<file path="config.mk">
export PLATFORM = sky130hd
export DESIGN_NAME = block_queue_flat
export DESIGN_NICKNAME = d
export VERILOG_FILES = /design/src/rtl/aes_pkg.sv /design/src/rtl/block_queue_if.sv /design/src/rtl/block_queue_mem.sv /design/src/rtl/block_queue.sv /design/src/flat_wrapper.sv
export SDC_FILE = /design/constraint.sdc
export NUM_CORES = 1
export LEC_CHECK = 0
export CAP_MARGIN = 25
export CORE_MARGIN = 1.5
export CORE_UTILIZATION = 59
export CTS_CLUSTER_DIAMETER = 150
export DETAILED_ROUTE_END_ITERATION = 10
export GPL_TIMING_DRIVEN = 0
export PLACE_DENSITY = 0.83
export SLEW_MARGIN = 20
export SYNTH_ARGS = -nofsm -noshare
export SYNTH_HDL_FRONTEND = slang
export SYNTH_HIERARCHICAL = 1
export SYNTH_SLANG_ARGS = --single-unit
</file>
<file path="constraint.sdc">
create_clock -name clk_in -period 19.98 [get_ports clk_in]
set_input_delay 2.997 -clock clk_in [delete_from_list [all_inputs] [get_ports clk_in]]
set_output_delay 2.997 -clock clk_in [all_outputs]
set_load 0.02 [all_outputs]
</file>
<file path="src/rtl/aes_pkg.sv">
// Shared AES datapath types: the 128-bit block seen by the byte assembler,
// block_queue and the cipher stages.
package aes_pkg;
   localparam int BLOCK_BYTES = 16;
   typedef logic [BLOCK_BYTES-1:0][7:0] block_t;
endpackage

</file>
<file path="src/rtl/block_queue_if.sv">
// Producer/consumer bus of block_queue. drop_count_out exists only when
// BLOCK_QUEUE_DROP_CNT_EN is defined.
interface block_queue_if #(parameter int DEPTH = 4);
   import aes_pkg::*;
   localparam int CW = $clog2(DEPTH) + 1;

   logic          valid_in;
   block_t        block_in;
   logic          ready_in;
   block_t        result_out;
   logic          valid_out;
   logic [CW-1:0] count_out;
   logic          full_out;
   logic          empty_out;
   logic          overflow_out;
`ifdef BLOCK_QUEUE_DROP_CNT_EN
   logic [7:0]    drop_count_out;
`endif

   modport master (
      output valid_in, block_in, ready_in,
      input  result_out, valid_out, count_out, full_out, empty_out, overflow_out
`ifdef BLOCK_QUEUE_DROP_CNT_EN
      , drop_count_out
`endif
   );

   modport slave (
      input  valid_in, block_in, ready_in,
      output result_out, valid_out, count_out, full_out, empty_out, overflow_out
`ifdef BLOCK_QUEUE_DROP_CNT_EN
      , drop_count_out
`endif
   );
endinterface

</file>
<file path="src/rtl/block_queue_mem.sv">
// DEPTH x block_t register file: synchronous write, combinational read.
// Not reset; the queue masks stale slots while empty.
module block_queue_mem
   import aes_pkg::*;
#(
   parameter int DEPTH = 4,
   parameter int AW    = $clog2(DEPTH)
) (
   input  logic          clk_in,
   input  logic          we,
   input  logic [AW-1:0] waddr,
   input  block_t        wdata,
   input  logic [AW-1:0] raddr,
   output block_t        rdata
);
   block_t slot_q [DEPTH];

   always_ff @(posedge clk_in) begin
      if (we) slot_q[waddr] <= wdata;
   end

   assign rdata = slot_q[raddr];
endmodule

</file>
<file path="src/rtl/block_queue.sv">
// Block FIFO between byte assembler and cipher core with sticky overflow flag.
// Define BLOCK_QUEUE_DROP_CNT_EN to add the saturating drop_count_out counter.
module block_queue
   import aes_pkg::*;
#(
   parameter int DEPTH = 4
) (
   input  logic        clk_in,
   input  logic        rst_in,
   block_queue_if.slave bus
);
   localparam int PW = $clog2(DEPTH);
   localparam int CW = PW + 1;
   localparam logic [CW-1:0] DEPTH_C = CW'(DEPTH);

   logic [PW-1:0] wr_ptr_q, wr_ptr_d;
   logic [PW-1:0] rd_ptr_q, rd_ptr_d;
   logic [CW-1:0] count_q, count_d;
   logic          overflow_q, overflow_d;
   logic          empty, full, pop, push, drop;
   block_t        head;

   assign empty = (count_q == '0);
   assign full  = (count_q == DEPTH_C);
   // A full queue still accepts when the head leaves in the same cycle.
   assign pop   = !empty && bus.ready_in;
   assign push  = bus.valid_in && (!full || pop);
   assign drop  = bus.valid_in && full && !pop;

   always_comb begin
      wr_ptr_d   = wr_ptr_q;
      rd_ptr_d   = rd_ptr_q;
      count_d    = count_q;
      overflow_d = overflow_q || drop;
      if (push) wr_ptr_d = wr_ptr_q + PW'(1);
      if (pop)  rd_ptr_d = rd_ptr_q + PW'(1);
      if (push && !pop)      count_d = count_q + CW'(1);
      else if (pop && !push) count_d = count_q - CW'(1);
   end

   always_ff @(posedge clk_in) begin
      if (rst_in) begin
         wr_ptr_q   <= '0;
         rd_ptr_q   <= '0;
         count_q    <= '0;
         overflow_q <= 1'b0;
      end else begin
         wr_ptr_q   <= wr_ptr_d;
         rd_ptr_q   <= rd_ptr_d;
         count_q    <= count_d;
         overflow_q <= overflow_d;
      end
   end

   block_queue_mem #(.DEPTH(DEPTH), .AW(PW)) u_mem (
      .clk_in (clk_in),
      .we     (push),
      .waddr  (wr_ptr_q),
      .wdata  (bus.block_in),
      .raddr  (rd_ptr_q),
      .rdata  (head)
   );

`ifdef BLOCK_QUEUE_DROP_CNT_EN
   logic [7:0] drop_cnt_q, drop_cnt_d;

   always_comb begin
      drop_cnt_d = drop_cnt_q;
      if (drop && drop_cnt_q != 8'hFF) drop_cnt_d = drop_cnt_q + 8'd1;
   end

   always_ff @(posedge clk_in) begin
      if (rst_in) drop_cnt_q <= '0;
      else        drop_cnt_q <= drop_cnt_d;
   end

   assign bus.drop_count_out = drop_cnt_q;
`endif

   assign bus.result_out   = empty ? '0 : head;
   assign bus.valid_out    = !empty;
   assign bus.count_out    = count_q;
   assign bus.full_out     = full;
   assign bus.empty_out    = empty;
   assign bus.overflow_out = overflow_q;
endmodule

</file>
<file path="src/flat_wrapper.sv">
// flat-port wrapper written by rule: the top's interface ports become plain ports
module block_queue_flat import aes_pkg::*;
#(
   parameter int DEPTH = 4
)
  (clk_in, rst_in, bus_valid_in, bus_block_in, bus_ready_in, bus_result_out, bus_valid_out, bus_count_out, bus_full_out, bus_empty_out, bus_overflow_out);
  block_queue_if #(.DEPTH(DEPTH)) bus_i ();
  input  logic clk_in;
  input  logic rst_in;
  input wire logic [$bits(bus_i.valid_in)-1:0] bus_valid_in;
  input wire logic [$bits(bus_i.block_in)-1:0] bus_block_in;
  input wire logic [$bits(bus_i.ready_in)-1:0] bus_ready_in;
  output wire logic [$bits(bus_i.result_out)-1:0] bus_result_out;
  output wire logic [$bits(bus_i.valid_out)-1:0] bus_valid_out;
  output wire logic [$bits(bus_i.count_out)-1:0] bus_count_out;
  output wire logic [$bits(bus_i.full_out)-1:0] bus_full_out;
  output wire logic [$bits(bus_i.empty_out)-1:0] bus_empty_out;
  output wire logic [$bits(bus_i.overflow_out)-1:0] bus_overflow_out;
  assign bus_i.valid_in = bus_valid_in;
  assign bus_i.block_in = bus_block_in;
  assign bus_i.ready_in = bus_ready_in;
  assign bus_result_out = bus_i.result_out;
  assign bus_valid_out = bus_i.valid_out;
  assign bus_count_out = bus_i.count_out;
  assign bus_full_out = bus_i.full_out;
  assign bus_empty_out = bus_i.empty_out;
  assign bus_overflow_out = bus_i.overflow_out;
  block_queue #(.DEPTH(DEPTH)) u_core (.clk_in(clk_in), .rst_in(rst_in), .bus(bus_i));
endmodule
</file>
==> results of run 1 <==
-- cells by family after synthesis --
group                      after synthesis  synth area share
adders and majority gates                2           0.00164
DFF                                    520             0.782
buffers and inverters                   46            0.0192
xor gates and xnor gates                 3           0.00132
AOI/OAI and AO/OA                        7           0.00195
and+or+nand+nor                        149            0.0470
muxes                                  130             0.146
-- flip-flops by register name, summed over array words and instances, names as in the netlist --
name,cells
u_core/bus.count_out,3
u_core/bus.overflow_out,1
u_core/rd_ptr_q,2
u_core/u_mem/slot_q,512
u_core/wr_ptr_q,2
-- cells in the final DEF, fill, tap and decap left out, types with 4 or more instances in the layout --
cell | Yosys | routed
and2_1 | 129 | 129
buf_12 | 10 | 16
buf_2 | 13 | 13
buf_4 | 0 | 10
buf_6 | 4 | 11
bufinv_16 | 0 | 4
clkbuf_1 | 16 | 26
clkbuf_16 | 0 | 53
clkdlybuf4s50_1 | 0 | 265
clkinv_1 | 0 | 13
clkinv_2 | 0 | 9
dfxtp_1 | 8 | 8
edfxtp_1 | 512 | 512
mux4_2 | 128 | 128
nor2_1 | 6 | 6
-- power breakdown --
part | leakage, nW | internal [mW] | switching [mW]
Clock | 0.777 | 0.532 | 0.375
Sequential | 4.76 | 1.29 | 0.0244
Combinational | 2.51 | 0.620 | 0.630
Total | 8.05 | 2.44 | 1.03
-- critical path, delay by kind of cell, from the launching register on --
family / cells / cell delay (ns)
flops: 1 / 0.48
buf+inv: 3 / 1.87
simple gates: 2 / 0.46
-- routing by layer --
metal | share of wire | vias up | GRT usage
met5 | 0 | - | 0
met4 | 0.024 | 0 | 0.0663
met3 | 0.069 | 72 | 0.0538
met2 | 0.52 | 354 | 0.407
met1 | 0.38 | 5056 | 0.309
li1 | - | 4224 | -
-- how the worst max path moves through the flow --
stage,slack (ns),cells after the start,start,to
final,13.61,5,u_core/bus.count_out[0],bus_result_out[18]
after global routing,13.43,5,u_core/bus.count_out[0],bus_result_out[19]
after CTS,13.54,5,u_core/bus.count_out[0],bus_result_out[21]
after detailed placement,14.07,8,bus_ready_in,u_core/u_mem/slot_q[0][60]
after global placement,-1.14,4,bus_ready_in,u_core/u_mem/slot_q[0][60]
after floorplan,6.57,3,bus_ready_in,u_core/u_mem/slot_q[0][0]
-- final cells by class --
| class | instances | area (sq um) | area share |
|---|---|---|---|
| multi-input cells | 291 | 3960 | 0.158 |
| flip-flops and latches | 520 | 15500 | 0.621 |
| repair buffers | 291 | 3010 | 0.120 |
| well taps | 442 | 553 | 0.0221 |
| clock inverters | 28 | 229 | 0.00915 |
| diodes | 1 | 2.50 | 0.000100 |
| inverters | 3 | 11.3 | 0.000450 |
| clock buffers | 63 | 1360 | 0.0545 |
| plain buffers | 43 | 370 | 0.0148 |
==> flow_metrics.py, run 1 <==
metrics = {
    "clocking": {
        "cts-resized-gates": 0,
        "clockBufferDepth": 3,
        "cts.sink_count": 520,
        "clk_latency_ns": 0.55,
        "cts_buffers": 51,
        "tritoncts": "yes",
        "cts_setup_buffers": 0,
        "hold_buffers": 0,
        "cts_root_buffer": "clkbuf_16",
        "path_clk_slew_ns": 0.06,
        "htree_levels": 2,
    },
    "setup_path": {
        "path_cells": "or3_1, clkbuf_1, clkbuf_1, and2_1, clkdlybuf4s50_1",
        "ff2ff_path_depth": 7,
        "worstSetupPathType": "flip-flop to primary output",
        "crit_path_start_kind": "flip-flop",
        "cp_max_fo": 10,
        "slowest_stage": "clkbuf_1",
        "cp.required_ns": 16.98,
        "worstReg2RegEnd": "u_core/u_mem/slot_q[0][60]",
        "r2r-start": "u_core/bus.count_out[0]",
        "crit_path_frequent_cell": "clkbuf_1",
        "cp-end-kind": "primary output",
        "arrival_ns": 3.37,
        "max_stage_delay_ns": 0.73,
        "r2r_setup_slack_ns": 17.10,
    },
    "global_routing": {
        "antenna_found_initial": 0,
        "overflow": 0,
        "grt_start_max_net_pins": 41,
        "grt_pass1_vias": 10363,
        "grt_usage": 0.237,
        "grt_pass1_wl_mm": 61.9,
    },
    "sta": {
        "min_period_over_period": 0.319,
        "hold_slack_ns": 0.483,
        "setup_ws_ns": 13.61,
        "hold_viol": 0,
        "worst_pin_slew_ns": 0.941,
        "slew_violations": 0,
        "relSlewSlack": 0.373,
        "fmax_ghz": 0.157,
        "rsz0062_at_grt": "false",
        "finClkSkew_ns": 0.0143,
        "finalCriticalPeriod_ns": 6.37,
        "setup_violations": 0,
        "tns_ns": 0,
    },
    "placement": {
        "dp_cells": 1590,
        "place_congestion": 0.741,
        "placed_area_sq_mm": 0.0234,
        "place_ws_ns": 14.07,
        "io_buffers": 265,
        "dp_hpwl_mm": 25.9,
    },
    "worst_hold_path": {
        "hold_path_end": "u_core/bus.overflow_out",
        "hold_class": "flip-flop to flip-flop",
        "hold_start": "u_core/bus.overflow_out",
        "holdPathStages": 2,
    },
    "routing": {
        "drtIter0Drc": 585,
        "wl_per_cell_um": 24.0,
        "vias_per_cell": 5.77,
        "vias": 9706,
        "post-route-drc-count": 0,
        "ant_nets": 0,
        "dr.pass1.iters": 4,
        "wl_mm": 40.3,
    },
    "flow_run": {
        "drv_cap": 0,
    },
    "status": {
        "outcome": "finished, final reports clean",
    },
    "finish": {
        "stdcell_count": 1682,
        "syn2layout_area_growth_pct": 26.1,
        "nNetsFinal": 1335,
        "final_util": 0.762,
        "drive_gt1_frac": 0.207,
        "stdcell_area_sq_mm": 0.0250,
        "fill_cells": 1790,
    },
    "power": {
        "leakagePower_nw": 8.05,
        "p_total_mw": 3.47,
        "power_density_mw_per_mm2": 139,
        "irDropWorstVdd_v": 0.000100,
    },
    "synthesis": {
        "avgSynthCellArea_sq_um": 23.2,
        "synth-async-reset-ratio": 0,
        "synth-seq-cells": 520,
        "ys_types": 29,
        "synthCells": 857,
        "syn-cell-area_sq_mm": 0.0199,
        "syn_nets": 991,
        "netlist_top_cells_area": "edfxtp_1, mux4_2, and2_1",
        "synth_enable_flop_cells": 512,
        "synth_ff_type": "edfxtp_1",
        "yosys-top-cells-count": "edfxtp_1, and2_1, mux4_2",
        "yosys_warnings": 6,
        "synth_top_area_cell": "edfxtp_1",
        "synth_top_cell_area_share": 0.774,
        "seq_area_frac_synth": 0.782,
        "yosysMostFrequentCell": "edfxtp_1",
    },
    "die": {
        "core_area_sq_mm": 0.0329,
        "die-area_sq_mm": 0.0348,
        "die_w_um": 186,
        "fp-row-count": 66,
        "die_h_um": 186,
        "io-pin-count": 267,
        "initial_core_util": 0.604,
    },
}
(Power assumes the default switching activity.)
==> inputs of run 2 (changes only) <==
--- a/config.mk
+++ b/config.mk
@@ -7,11 +7,11 @@
 export LEC_CHECK = 0
 export CAP_MARGIN = 25
 export CORE_MARGIN = 1.5
-export CORE_UTILIZATION = 59
+export CORE_UTILIZATION = 49
 export CTS_CLUSTER_DIAMETER = 150
 export DETAILED_ROUTE_END_ITERATION = 10
 export GPL_TIMING_DRIVEN = 0
-export PLACE_DENSITY = 0.83
+export PLACE_DENSITY = 0.73
 export SLEW_MARGIN = 20
 export SYNTH_ARGS = -nofsm -noshare
 export SYNTH_HDL_FRONTEND = slang
==> constraint.sdc (replaced) <==
create_clock -name clk_in -period 5.25 [get_ports clk_in]
set_input_delay 0.7875 -clock clk_in [delete_from_list [all_inputs] [get_ports clk_in]]
set_output_delay 0.7875 -clock clk_in [all_outputs]
set_load 0.02 [all_outputs]
==> flow_metrics.py, run 2 (synthesis results as in run 1) <==
metrics = {
    "clocking": {
        "hold_buffers": 0,
        "clk_latency_ns": 0.57,
        "cts-resized-gates": 0,
        "path_clk_slew_ns": 0.06,
        "cts_setup_buffers": 0,
        "cts.sink_count": 520,
        "htree_levels": 2,
        "tritoncts": "yes",
        "cts_buffers": 51,
        "cts_root_buffer": "clkbuf_16",
        "clockBufferDepth": 3,
    },
    "routing": {
        "wl_per_cell_um": 22.6,
        "post-route-drc-count": 0,
        "ant_nets": 0,
        "wl_mm": 39.8,
        "dr.pass1.iters": 5,
        "drtIter0Drc": 539,
        "vias_per_cell": 5.34,
        "vias": 9429,
    },
    "setup_path": {
        "worstSetupPathType": "flip-flop to primary output",
        "r2r-start": "u_core/bus.count_out[0]",
        "arrival_ns": 3.22,
        "crit_end": "bus_result_out[22]",
        "startpoint": "u_core/rd_ptr_q[1]",
        "crit_cells": 5,
        "cp-end-kind": "primary output",
        "crit_path_start_kind": "flip-flop",
        "max_stage_delay_ns": 0.76,
        "slowest_stage": "clkbuf_1",
        "path_cells": "clkbuf_1, buf_2, mux4_2, and2_1, clkdlybuf4s50_1",
        "r2r_setup_slack_ns": 2.63,
        "ff2ff_path_depth": 8,
        "worstReg2RegEnd": "u_core/u_mem/slot_q[0][80]",
        "crit_family": "buffers and inverters",
        "crit_buf_inv": 3,
        "cp_max_fo": 10,
        "cp.required_ns": 4.46,
    },
    "finish": {
        "final_common_cell": "edfxtp_1",
        "regMostFlops": "u_core/u_mem/slot_q",
        "nNetsFinal": 1331,
        "largest_reg_flops": 512,
        "final_util": 0.633,
        "syn2layout_area_growth_pct": 26.9,
        "drive_gt1_frac": 0.206,
        "final_cell_mix": "edfxtp_1, clkdlybuf4s50_1, and2_1",
        "stdcell_area_sq_mm": 0.0252,
    },
    "sta": {
        "fmax_ghz": 0.249,
        "relSlewSlack": 0.333,
        "setup_violations": 0,
        "worst_pin_slew_ns": 1.00,
        "finalCriticalPeriod_ns": 4.01,
        "finClkSkew_ns": 0.0117,
        "min_period_over_period": 0.764,
        "rsz0062_at_grt": "false",
        "slew_violations": 0,
        "hold_viol": 0,
    },
    "power": {
        "irDropWorstVdd_v": 0.000414,
        "power_density_mw_per_mm2": 525,
        "leakagePower_nw": 8.06,
    },
    "worst_hold_path": {
        "hold_class": "flip-flop to flip-flop",
    },
    "global_routing": {
        "grt_pass1_vias": 10080,
        "grt_usage": 0.195,
        "overflow": 0,
        "grt_start_max_net_pins": 45,
        "grt_pass1_wl_mm": 60.2,
        "antenna_found_initial": 5,
    },
    "placement": {
        "place_congestion": 0.708,
        "io_buffers": 265,
        "dp_hpwl_mm": 25.8,
        "placed_area_sq_mm": 0.0236,
    },
    "status": {
        "outcome": "finished, final reports clean",
    },
    "die": {
        "die_w_um": 204,
        "initial_core_util": 0.499,
        "fp-row-count": 73,
        "io-pin-count": 267,
        "die-area_sq_mm": 0.0417,
        "die_h_um": 204,
        "core_area_sq_mm": 0.0398,
    },
    "flow_run": {
        "drv_cap": 0,
    },
}
## run 2: cell type report
type | count | area (sq um)
Antenna cell | 1 | 2.50
Buffer | 43 | 372
Clock buffer | 64 | 1370
Clock inverter | 31 | 246
Fill cell | 2744 | 14600
Inverter | 3 | 11.3
Multi-Input combinational cell | 291 | 3960
Sequential cell | 520 | 15500
Tap cell | 525 | 657
Timing Repair Buffer | 287 | 3040
## run 2: tightest hold or removal path, cell delays in order, from the launching register on
cell and delay (ns):
dfxtp_1 0.33, a31oi_1 0.05, nor2_1 0.07
## run 2: routing by layer
layer  part of all wire  vias up  track usage
met4              0.015        6       0.0507
li1                   -     4213            -
met2               0.51      288        0.321
met3              0.082       56       0.0620
met1               0.40     4866        0.253
met5             0.0012        -            0
## run 2: worst min path at each step
| stage | cells past startpoint | end | startpoint |
|---|---|---|---|
| after floorplan | 2 | u_core/rd_ptr_q[1] | u_core/rd_ptr_q[1] |
| after global placement | 2 | u_core/bus.overflow_out | u_core/bus.overflow_out |
| after detailed placement | 2 | u_core/bus.overflow_out | u_core/bus.overflow_out |
| after CTS | 2 | u_core/bus.overflow_out | u_core/bus.overflow_out |
| after global routing | 2 | u_core/bus.overflow_out | u_core/bus.overflow_out |
| final | 2 | u_core/bus.overflow_out | u_core/bus.overflow_out |
## run 2: per-stage QoR
stage	cells	setup TNS [ns]	hold WS [ns]	total power, mW	setup WS, ns
finish	1765	0	0.477	13.2	1.24
global route	1764	0	0.510	13.8	1.06
CTS	1764	0	0.477	13.4	1.11
detailed placement	1669	0	0.463	9.87	1.75
global placement	1647	-1297.05	0.460	9.82	-2.81
floorplan	857	0	0.467	7.79	0.463
## run 2: report_power, final
group / switching (mW) / internal [mW]
Sequential: 0.0852 / 4.89
Combinational: 2.38 / 2.37
Clock: 1.46 / 2.04
Total: 3.92 / 9.29
==> inputs of run 3 (changes only) <==
==> constraint.sdc (replaced) <==
create_clock -name clk_in -period 3.5 [get_ports clk_in]
set_input_delay 0.525 -clock clk_in [delete_from_list [all_inputs] [get_ports clk_in]]
set_output_delay 0.525 -clock clk_in [all_outputs]
set_load 0.02 [all_outputs]
==> flow_metrics.py, run 3 (synthesis results as in run 1) <==
metrics = {
    "die": {
        "core_area_sq_mm": 0.0398,
        "die-area_sq_mm": 0.0417,
        "die_w_um": 204,
        "initial_core_util": 0.499,
        "fp-row-count": 73,
        "io-pin-count": 267,
        "die_h_um": 204,
    },
    "global_routing": {
        "overflow": 0,
        "grt_start_max_net_pins": 47,
        "grt_pass1_vias": 10032,
        "grt_usage": 0.194,
        "grt_pass1_wl_mm": 59.8,
        "antenna_found_initial": 2,
    },
    "routing": {
        "ant_nets": 0,
        "dr.pass1.iters": 5,
        "vias": 9442,
        "wl_per_cell_um": 22.5,
        "vias_per_cell": 5.34,
        "drtIter0Drc": 527,
        "wl_mm": 39.7,
        "post-route-drc-count": 0,
    },
    "worst_hold_path": {
        "hold_path_end": "u_core/bus.count_out[1]",
        "hold_class": "input port to flip-flop",
        "holdPathStages": 2,
        "hold_start": "rst_in",
    },
    "sta": {
        "min_period_over_period": 0.952,
        "finClkSkew_ns": 0.00940,
        "worst_pin_slew_ns": 0.656,
        "setup_violations": 0,
        "relSlewSlack": 0.563,
        "finalCriticalPeriod_ns": 3.33,
        "slew_violations": 0,
        "hold_viol": 0,
        "rsz0062_at_grt": "false",
        "hold_slack_ns": 0.343,
        "fmax_ghz": 0.300,
    },
    "clocking": {
        "path_clk_slew_ns": 0.06,
        "clk_latency_ns": 0.58,
        "clockBufferDepth": 3,
        "cts_buffers": 51,
        "cts_root_buffer": "clkbuf_16",
        "tritoncts": "yes",
        "htree_levels": 2,
        "cts.sink_count": 520,
        "cts_setup_buffers": 0,
    },
    "placement": {
        "placed_area_sq_mm": 0.0236,
        "io_buffers": 265,
        "place_congestion": 0.720,
        "dp_hpwl_mm": 25.6,
    },
    "setup_path": {
        "crit_buf_inv": 3,
        "ff2ff_path_depth": 6,
        "slowest_stage": "clkdlybuf4s50_1",
        "crit_family": "buffers and inverters",
        "worstSetupPathType": "flip-flop to primary output",
        "max_stage_delay_ns": 0.59,
        "r2r-start": "u_core/bus.count_out[2]",
        "crit_path_start_kind": "flip-flop",
        "cp-end-kind": "primary output",
        "path_cells": "clkbuf_2, buf_2, mux4_2, and2_1, clkdlybuf4s50_1",
        "worstReg2RegEnd": "u_core/u_mem/slot_q[0][69]",
        "r2r_setup_slack_ns": 1.17,
        "cp_max_fo": 10,
        "cp.required_ns": 2.97,
        "arrival_ns": 2.81,
    },
    "finish": {
        "final_cell_mix": "edfxtp_1, clkdlybuf4s50_1, and2_1, mux4_2, clkbuf_16",
        "nNetsFinal": 1331,
        "drive_gt1_frac": 0.218,
        "regMostFlops": "u_core/u_mem/slot_q",
        "final_common_cell": "edfxtp_1",
        "largest_reg_flops": 512,
        "regArea_sq_mm": 0.0155,
        "syn2layout_area_growth_pct": 27.3,
        "stdcell_area_sq_mm": 0.0253,
        "multi_input_area_sq_mm": 0.00397,
        "fill_cells": 2710,
    },
    "power": {
        "irDropWorstVdd_v": 0.000553,
        "power_density_mw_per_mm2": 795,
        "leakagePower_nw": 8.13,
    },
    "status": {
        "outcome": "finished, final reports clean",
    },
    "flow_run": {
        "drv_cap": 0,
    },
}
-- run 3: cell count changes in the layout (fill, tap and decap cells not counted), moves of 2 or more --
cell       before  now
dfxtp_2         0    2
clkbuf_2        1    8
buf_16          3    1
dfxtp_1         8    6
clkbuf_1       26   17
bufinv_16       4    7
buf_12         17   20
clkinv_1       14   11
buf_6           9   11
diode_2         1    4
buf_8           7    4
-- run 3: metal layers --
metal | part of all wire | track usage
met5 | 0 | 0
met4 | 0.017 | 0.0525
met3 | 0.081 | 0.0582
met2 | 0.49 | 0.314
met1 | 0.41 | 0.256
-- run 3: report_power, final --
part / leakage [nW] / internal [mW] / switching [mW] / total [mW]
logic: 2.53 / 3.57 / 3.58 / 7.15
registers: 4.76 / 7.34 / 0.129 / 7.47
clock network: 0.829 / 3.28 / 2.20 / 5.48
total: 8.13 / 14.2 / 5.92 / 20.1
-- run 3: layout make-up --
type | instances | share of cell area
Antenna cell | 4 | 0.000396
Clock buffer | 63 | 0.0539
Tap cell | 525 | 0.0260
Inverter | 3 | 0.000445
Multi-Input combinational cell | 291 | 0.157
Sequential cell | 520 | 0.615
Timing Repair Buffer | 287 | 0.119
Clock inverter | 32 | 0.0132
Buffer | 43 | 0.0152
-- run 3: through the flow --
| stage | setup TNS (ns) | instances | power (mW) | setup slack [ns] | utilization |
|---|---|---|---|---|---|
| global route | 0 | 1764 | 20.9 | 0.00648 | 0.635 |
| finish | 0 | 1768 | 20.1 | 0.169 | 0.635 |
| floorplan | -127.53 | 857 | 11.7 | -0.996 | - |
| detailed placement | 0 | 1669 | 14.8 | 0.285 | 0.592 |
| global placement | -978.03 | 1647 | 14.7 | -4.21 | 0.582 |
| CTS | 0 | 1764 | 20.4 | 0.0227 | 0.635 |
-- run 3: worst register-to-register path, cell delays in order, from the launching register on --
cell     delay (ns)
dfxtp_1        0.36
or4b_4         0.24
and2_4         0.17
nor3b_4        0.58
buf_6          0.28
buf_6          0.21
buf_8          0.19
-- run 3: timing repair --
action                                 in CTS  in global routing
endpoints found under the hold margin       0                  0
hold buffers                                0                  0
setup endpoints to repair                 114                 37
resized for setup                           6                  7
-- run 3: worst max path at each step --
stage / cells after the start / from / endpoint
2_1_floorplan: 3 / bus_ready_in / u_core/u_mem/slot_q[0][0]
4_1_cts: 5 / u_core/bus.count_out[2] / bus_result_out[69]
3_5_place_dp: 5 / u_core/bus.count_out[2] / bus_result_out[14]
6_report: 5 / u_core/rd_ptr_q[1] / bus_result_out[15]
5_1_grt: 5 / u_core/bus.count_out[2] / bus_result_out[14]
3_3_place_gp: 4 / bus_ready_in / u_core/u_mem/slot_q[0][65]
